<file path="src/rtl/freq_meter.sv">
// rtl/freq_meter.sv - gated-window frequency counter with BCD result and scanned digit output
// Optional leading-zero blanking on bcd_out: define FREQ_METER_BLANK_EN.
module freq_meter #(
    parameter int CLK_HZ   = 50000000,
    parameter int GATE_MS  = 1000,
    parameter int DIGITS   = 4,
    parameter int SCAN_DIV = 4096
) (
    input  logic                                            clk,
    input  logic                                            rst_n,
    input  logic                                            en,
    input  logic                                            sig_in,
    output logic [4*DIGITS-1:0]                             value,
    output logic                                            valid,
    output logic                                            overflow,
    output logic [((DIGITS > 1) ? $clog2(DIGITS) : 1)-1:0]  digit_sel,
    output logic [3:0]                                      bcd_out
);

    localparam int GATE_CYC = CLK_HZ / 1000 * GATE_MS;
    localparam int GATE_W   = (GATE_CYC > 1) ? $clog2(GATE_CYC) : 1;
    localparam int SCAN_W   = (SCAN_DIV > 1) ? $clog2(SCAN_DIV) : 1;
    localparam int SEL_W    = (DIGITS > 1) ? $clog2(DIGITS) : 1;
    localparam int VAL_W    = 4 * DIGITS;

    localparam logic [GATE_W-1:0] GATE_LAST = GATE_W'(GATE_CYC - 1);
    localparam logic [SCAN_W-1:0] SCAN_LAST = SCAN_W'(SCAN_DIV - 1);
    localparam logic [SEL_W-1:0]  SEL_LAST  = SEL_W'(DIGITS - 1);
    localparam logic [VAL_W-1:0]  ACC_ONE   = VAL_W'(1);

    typedef enum logic [1:0] {IDLE, WARM, MEASURE} state_t;

    state_t             state_q, state_d;
    logic               sync1, sync2, sync3;
    logic               edge_det;
    logic [GATE_W-1:0]  gate_cnt;
    logic               terminal;
    logic               run;
    logic               latch;
    logic [VAL_W-1:0]   acc;
    logic [VAL_W-1:0]   acc_inc;
    logic               acc_ovf;
    logic               all_nines;
    logic               carry;
    logic [SCAN_W-1:0]  scan_cnt;
    logic [3:0]         bcd_next;

    assign edge_det = sync2 & ~sync3;
    assign terminal = (gate_cnt == GATE_LAST);
    assign run      = en && (state_q != IDLE);

    always_ff @(posedge clk or negedge rst_n) begin
        if (!rst_n) state_q <= IDLE;
        else        state_q <= state_d;
    end

    always_comb begin
        state_d = state_q;
        latch   = 1'b0;
        if (!en) begin
            state_d = IDLE;
        end else begin
            case (state_q)
                IDLE:    state_d = WARM;
                WARM:    if (terminal) state_d = MEASURE;
                MEASURE: latch = terminal;
                default: state_d = IDLE;
            endcase
        end
    end

    // Cascaded decimal increment; all_nines marks the saturation point.
    always_comb begin
        acc_inc   = acc;
        carry     = 1'b1;
        all_nines = 1'b1;
        for (int i = 0; i < DIGITS; i++) begin
            if (acc[4*i +: 4] != 4'd9) all_nines = 1'b0;
            if (carry) begin
                if (acc[4*i +: 4] == 4'd9) begin
                    acc_inc[4*i +: 4] = 4'd0;
                end else begin
                    acc_inc[4*i +: 4] = acc[4*i +: 4] + 4'd1;
                    carry = 1'b0;
                end
            end
        end
    end

    always_ff @(posedge clk or negedge rst_n) begin
        if (!rst_n) begin
            sync1    <= 1'b0;
            sync2    <= 1'b0;
            sync3    <= 1'b0;
            gate_cnt <= '0;
            acc      <= '0;
            acc_ovf  <= 1'b0;
            value    <= '0;
            overflow <= 1'b0;
            valid    <= 1'b0;
        end else begin
            sync1 <= sig_in;
            sync2 <= sync1;
            sync3 <= sync2;
            valid <= latch;
            if (latch) begin
                value    <= acc;
                overflow <= acc_ovf;
            end
            if (!run) begin
                gate_cnt <= '0;
                acc      <= '0;
                acc_ovf  <= 1'b0;
            end else if (terminal) begin
                // An edge in the terminal cycle belongs to the window now opening.
                gate_cnt <= '0;
                acc      <= edge_det ? ACC_ONE : '0;
                acc_ovf  <= 1'b0;
            end else begin
                gate_cnt <= gate_cnt + GATE_W'(1);
                if (edge_det) begin
                    if (all_nines) acc_ovf <= 1'b1;
                    else           acc     <= acc_inc;
                end
            end
        end
    end

`ifdef FREQ_METER_BLANK_EN
    logic [DIGITS-1:0] blank;
    logic              zero_above;

    always_comb begin
        blank      = '0;
        zero_above = 1'b1;
        for (int i = DIGITS - 1; i >= 0; i--) begin
            zero_above = zero_above && (value[4*i +: 4] == 4'd0);
            blank[i]   = zero_above && (i != 0);
        end
        bcd_next = blank[digit_sel] ? 4'hF : value[4*int'(digit_sel) +: 4];
    end
`else
    always_comb begin
        bcd_next = value[4*int'(digit_sel) +: 4];
    end
`endif

    always_ff @(posedge clk or negedge rst_n) begin
        if (!rst_n) begin
            scan_cnt  <= '0;
            digit_sel <= '0;
            bcd_out   <= 4'd0;
        end else begin
            bcd_out <= bcd_next;
            if (scan_cnt == SCAN_LAST) begin
                scan_cnt  <= '0;
                digit_sel <= (digit_sel == SEL_LAST) ? '0 : digit_sel + SEL_W'(1);
            end else begin
                scan_cnt <= scan_cnt + SCAN_W'(1);
            end
        end
    end

endmodule

</file>
<file path="config.mk">
export PLATFORM = sky130hd
export DESIGN_NAME = freq_meter
export DESIGN_NICKNAME = d
export VERILOG_FILES = /design/src/rtl/freq_meter.sv
export SDC_FILE = /design/constraint.sdc
export NUM_CORES = 1
export LEC_CHECK = 0
export BUFFER_PORTS_ARGS = -buffer_cell sky130_fd_sc_hd__buf_2
export CAP_MARGIN = 25
export CELL_PAD_IN_SITES_DETAIL_PLACEMENT = 1
export CELL_PAD_IN_SITES_GLOBAL_PLACEMENT = 1
export CORE_MARGIN = 2
export CORE_UTILIZATION = 25
export DETAILED_ROUTE_END_ITERATION = 7
export GPL_ROUTABILITY_DRIVEN = 0
export PLACE_DENSITY = 0.46
export SLEW_MARGIN = 20
export SYNTH_ARGS = -nofsm -noshare
export SYNTH_HDL_FRONTEND = slang
export SYNTH_SLANG_ARGS = --single-unit
</file>
<file path="constraint.sdc">
create_clock -name clk -period 4.05 [get_ports clk]
set_clock_uncertainty 0.1 [all_clocks]
set_input_delay 1.215 -clock clk [delete_from_list [all_inputs] [get_ports clk]]
set_output_delay 1.215 -clock clk [all_outputs]
set_load 0.005 [all_outputs]
</file>
==> summary.md <==
| Metric | Value |
|---|---|
| DR vias/cell | 4.81 |
| Ys async rst share | 100% |
| Initial DRC Count | 105 |
| Peak supply drop | 193 µV |
| Worst Path Max Fanout | 17 |
| Fillers | 1,811 |
| Post-Syn Nets | 385 |
| Synthesized area per cell | 11.0 µm² |
| Inst Count DP | 601 |
| Synthesized area | 4070 µm² |
| Leakage | 1.99 nW |
| Core Util, Final | 29.7% |
| Fin area | 4710 µm² |
| Hpwl dp | 6560 µm |
| YS warnings | 0 |
| Mean routed wirelength per cell | between 15 and 20 µm |
| First-pass DRT Iterations | 4 |
| Max incr delay on CP | around 0.78 ns |
| Post-CTS sizing | 0 |
| Crit path max-delay family | simple AND/OR/NAND/NOR gates |
| Rel. slew slack | 41.9% |
| Die width | 132 µm |
| HP Class | flip-flop to flip-flop |
| Nets | around 410 |
| Finished Layout Cells | 617 |
| CTS tree | yes |
| Initial antenna violation count | 0 |
| WS Path Type | flip-flop to flip-flop |
| Layout cell share with drive strength beyond 1 | 19.7% |
| Worst path cell trace | ha_1 > and3_1 > nand4_4 > nor3_4 > mux2_2 |
| Setup_tns | 0 ns |
| Number of vias in the routed layout | 2,965 |
| Fmax | 383 MHz |
| H-tree Lvls | 3 |
| Sequential fraction of the synthesis area | roughly half |
| Clock slew seen by the registers of the worst setup and hold paths | 0.06 ns |
| Max Cap Violations | 0 |
| First-pass GRT wire length | 16,700 µm |
| Setup ws final | 1.44 ns |
| Status | completed |
| Max-slew violations | 0 |
| Row cnt | 46 |
| Core footprint | around 16,000 µm² |
| Num ports | 28 |
| Worst Tran Pin Value | 0.869 ns |
| Worst setup SP type | flip-flop |
| Number of nets still failing antenna checks after routing | 0 |
| Most used DFF post-synth | dfrtp_1 |
| Initial Utilization | 25.6% |
| DP Worst Slack | 1.29 ns |
| Worst-Skew Late Latency | 0.34 ns |
| Yosys cell types | 51 |
| # port buffers | 27 |
| Clock Root Buffer | clkbuf_16 |
| Final min period | 2.61 ns |
| Total routed wirelength | 9640 µm |
| Post-CTS Setup Inserts | 0 |
| # diodes | 0 |
| Pwr dens | about 370 nW/µm² |
| Crit path DAT | approximately 2.7 ns |
| Largest net degree at the start of global routing | 46 |
| Slowest cell on the critical path | nor3_4 |
| Tcrit/Tclk final | 64.4% |
| Post-synthesis register bit count | 84 |
| Final-report hold violation count | 0 |
| Count of final setup violators | 0 |
| Die H | 132 µm |
| DRC | 0 |
| Worst Path Buf+Inv | 0 |
| Placed Instance Area | 4410 µm² |
| Post-CTS Hold Buffers | 0 |
| Critical Path RT | 4.17 ns |
| Total GRT Usage | between 10% and 20% |
| Post-synth EDFFs | 0 |
| Vias in the first global route | approximately 3,100 |
| Area Growth Syn to Fin | 15.8% |
| Post-synthesis cell count | 370 |
| GR Overflow Total | 0 |
| Clock Sinks | 84 |
| Clk buf depth | 2 |
| Inserted Clock Buffers | 9 |
| CP Capture Type | flip-flop |
| RSZ-0062 raised after global routing | false |
| Die area | 17,300 µm² |
layout by cell type (no fill, tap or decap), types with 3 or more instances in the layout:
cell,netlist,routed
or3_1,15,15
nor2b_1,4,4
nor4_1,4,4
nand4_1,8,8
mux4_2,4,4
nand3_1,22,22
mux2_2,19,19
nor2_1,28,28
buf_2,0,26
nand2_1,16,16
nor3_1,3,3
xnor2_1,7,7
o31ai_1,7,7
a21oi_1,26,26
o21ai_0,20,20
dfrtp_1,84,84
buf_4,1,4
inv_1,10,10
clkbuf_16,0,9
and2_1,3,3
ha_1,11,11
xor2_1,13,13
nand3b_1,5,5
or4_1,8,8
nor4b_1,4,4
and3_1,6,6
and3b_1,3,3
final cells by class:
| class | instances | area, µm² | area share (%) |
|---|---|---|---|
| Sequential cell | 84 | 2100 | 44.6 |
| Timing Repair Buffer | 30 | 160 | 3.40 |
| Clock buffer | 10 | 239 | 5.07 |
| Clock inverter | 6 | 63.8 | 1.35 |
| Inverter | 10 | 37.5 | 0.797 |
| Multi-Input combinational cell | 261 | 1840 | 39.0 |
| Tap cell | 216 | 270 | 5.74 |
power by group:
part	internal [mW]	switching, mW	total (mW)	leakage [nW]
logic	0.00653	0.0304	0.0369	0.701
clock network	0.493	0.347	0.841	0.144
registers	0.842	0.00274	0.845	1.15
total	1.34	0.381	1.72	1.99
final timing paths:
kind	from	end	slack, ns	depth (start not counted)
setup / recovery	gate_cnt[0]	value[5]	1.44	5
hold / removal	sync1	sync2	0.25	0
setup reg to reg	gate_cnt[0]	value[5]	1.44	5
hold reg to reg	sync1	sync2	0.25	0
max in group asynchronous	rst_n	value[6]	2.31	2
min in group asynchronous	rst_n	gate_cnt[20]	0.77	1
logic make-up after synthesis:
kind of cell | after synthesis | synth area share (%)
and+or+nand+nor | 141 | 20.5
DFF | 84 | 51.6
AOI/OAI and AO/OA | 65 | 9.31
buffers and inverters | 25 | 3.17
muxes | 24 | 7.72
xor gates and xnor gates | 20 | 4.30
adders and majority gates | 11 | 3.38
metrics by stage:
| stage | total power, mW | hold slack [ns] |
|---|---|---|
| 2_1_floorplan | 0.873 | 0.231 |
| 3_3_place_gp | 0.900 | 0.239 |
| 3_5_place_dp | 0.900 | 0.236 |
| 4_1_cts | 1.76 | 0.250 |
| 6_report | 1.72 | 0.248 |
| 5_1_grt | 1.80 | 0.260 |
registers in the layout (all words and copies together), names as in the netlist:
signal and count:
gate_cnt 26, acc 16, value 16, scan_cnt 12, bcd_out 4, digit_sel 2, state_q 2, acc_ovf 1
overflow 1, sync1 1, sync2 1, sync3 1, valid 1
routing by layer:
| layer | up-vias | global-route usage (%) | share of wire (%) |
|---|---|---|---|
| li1 | 1402 | - | - |
| met1 | 1536 | 16.1 | 49 |
| met2 | 16 | 19.0 | 47 |
| met3 | 11 | 3.13 | 2.2 |
| met4 | 0 | 4.17 | 1.4 |
| met5 | - | 0 | 0 |
cells in the mapped netlist (all sizes together), types with 7 or more instances:
master   n  area [µm²]
xor2    13         114
nand2   16        60.1
o21ai   21         109
or3     16         101
inv     10        37.5
mux2    19         214
xnor2    7        61.3
ha      11         138
or4      9        71.3
nand4    9        71.3
clkbuf   9        35.0
nor2    28         105
nand3   23         120
a21oi   26         130
o31ai    7        52.6
dfrtp   84        2100
No activity file was read; power rests on OpenSTA's default activity.
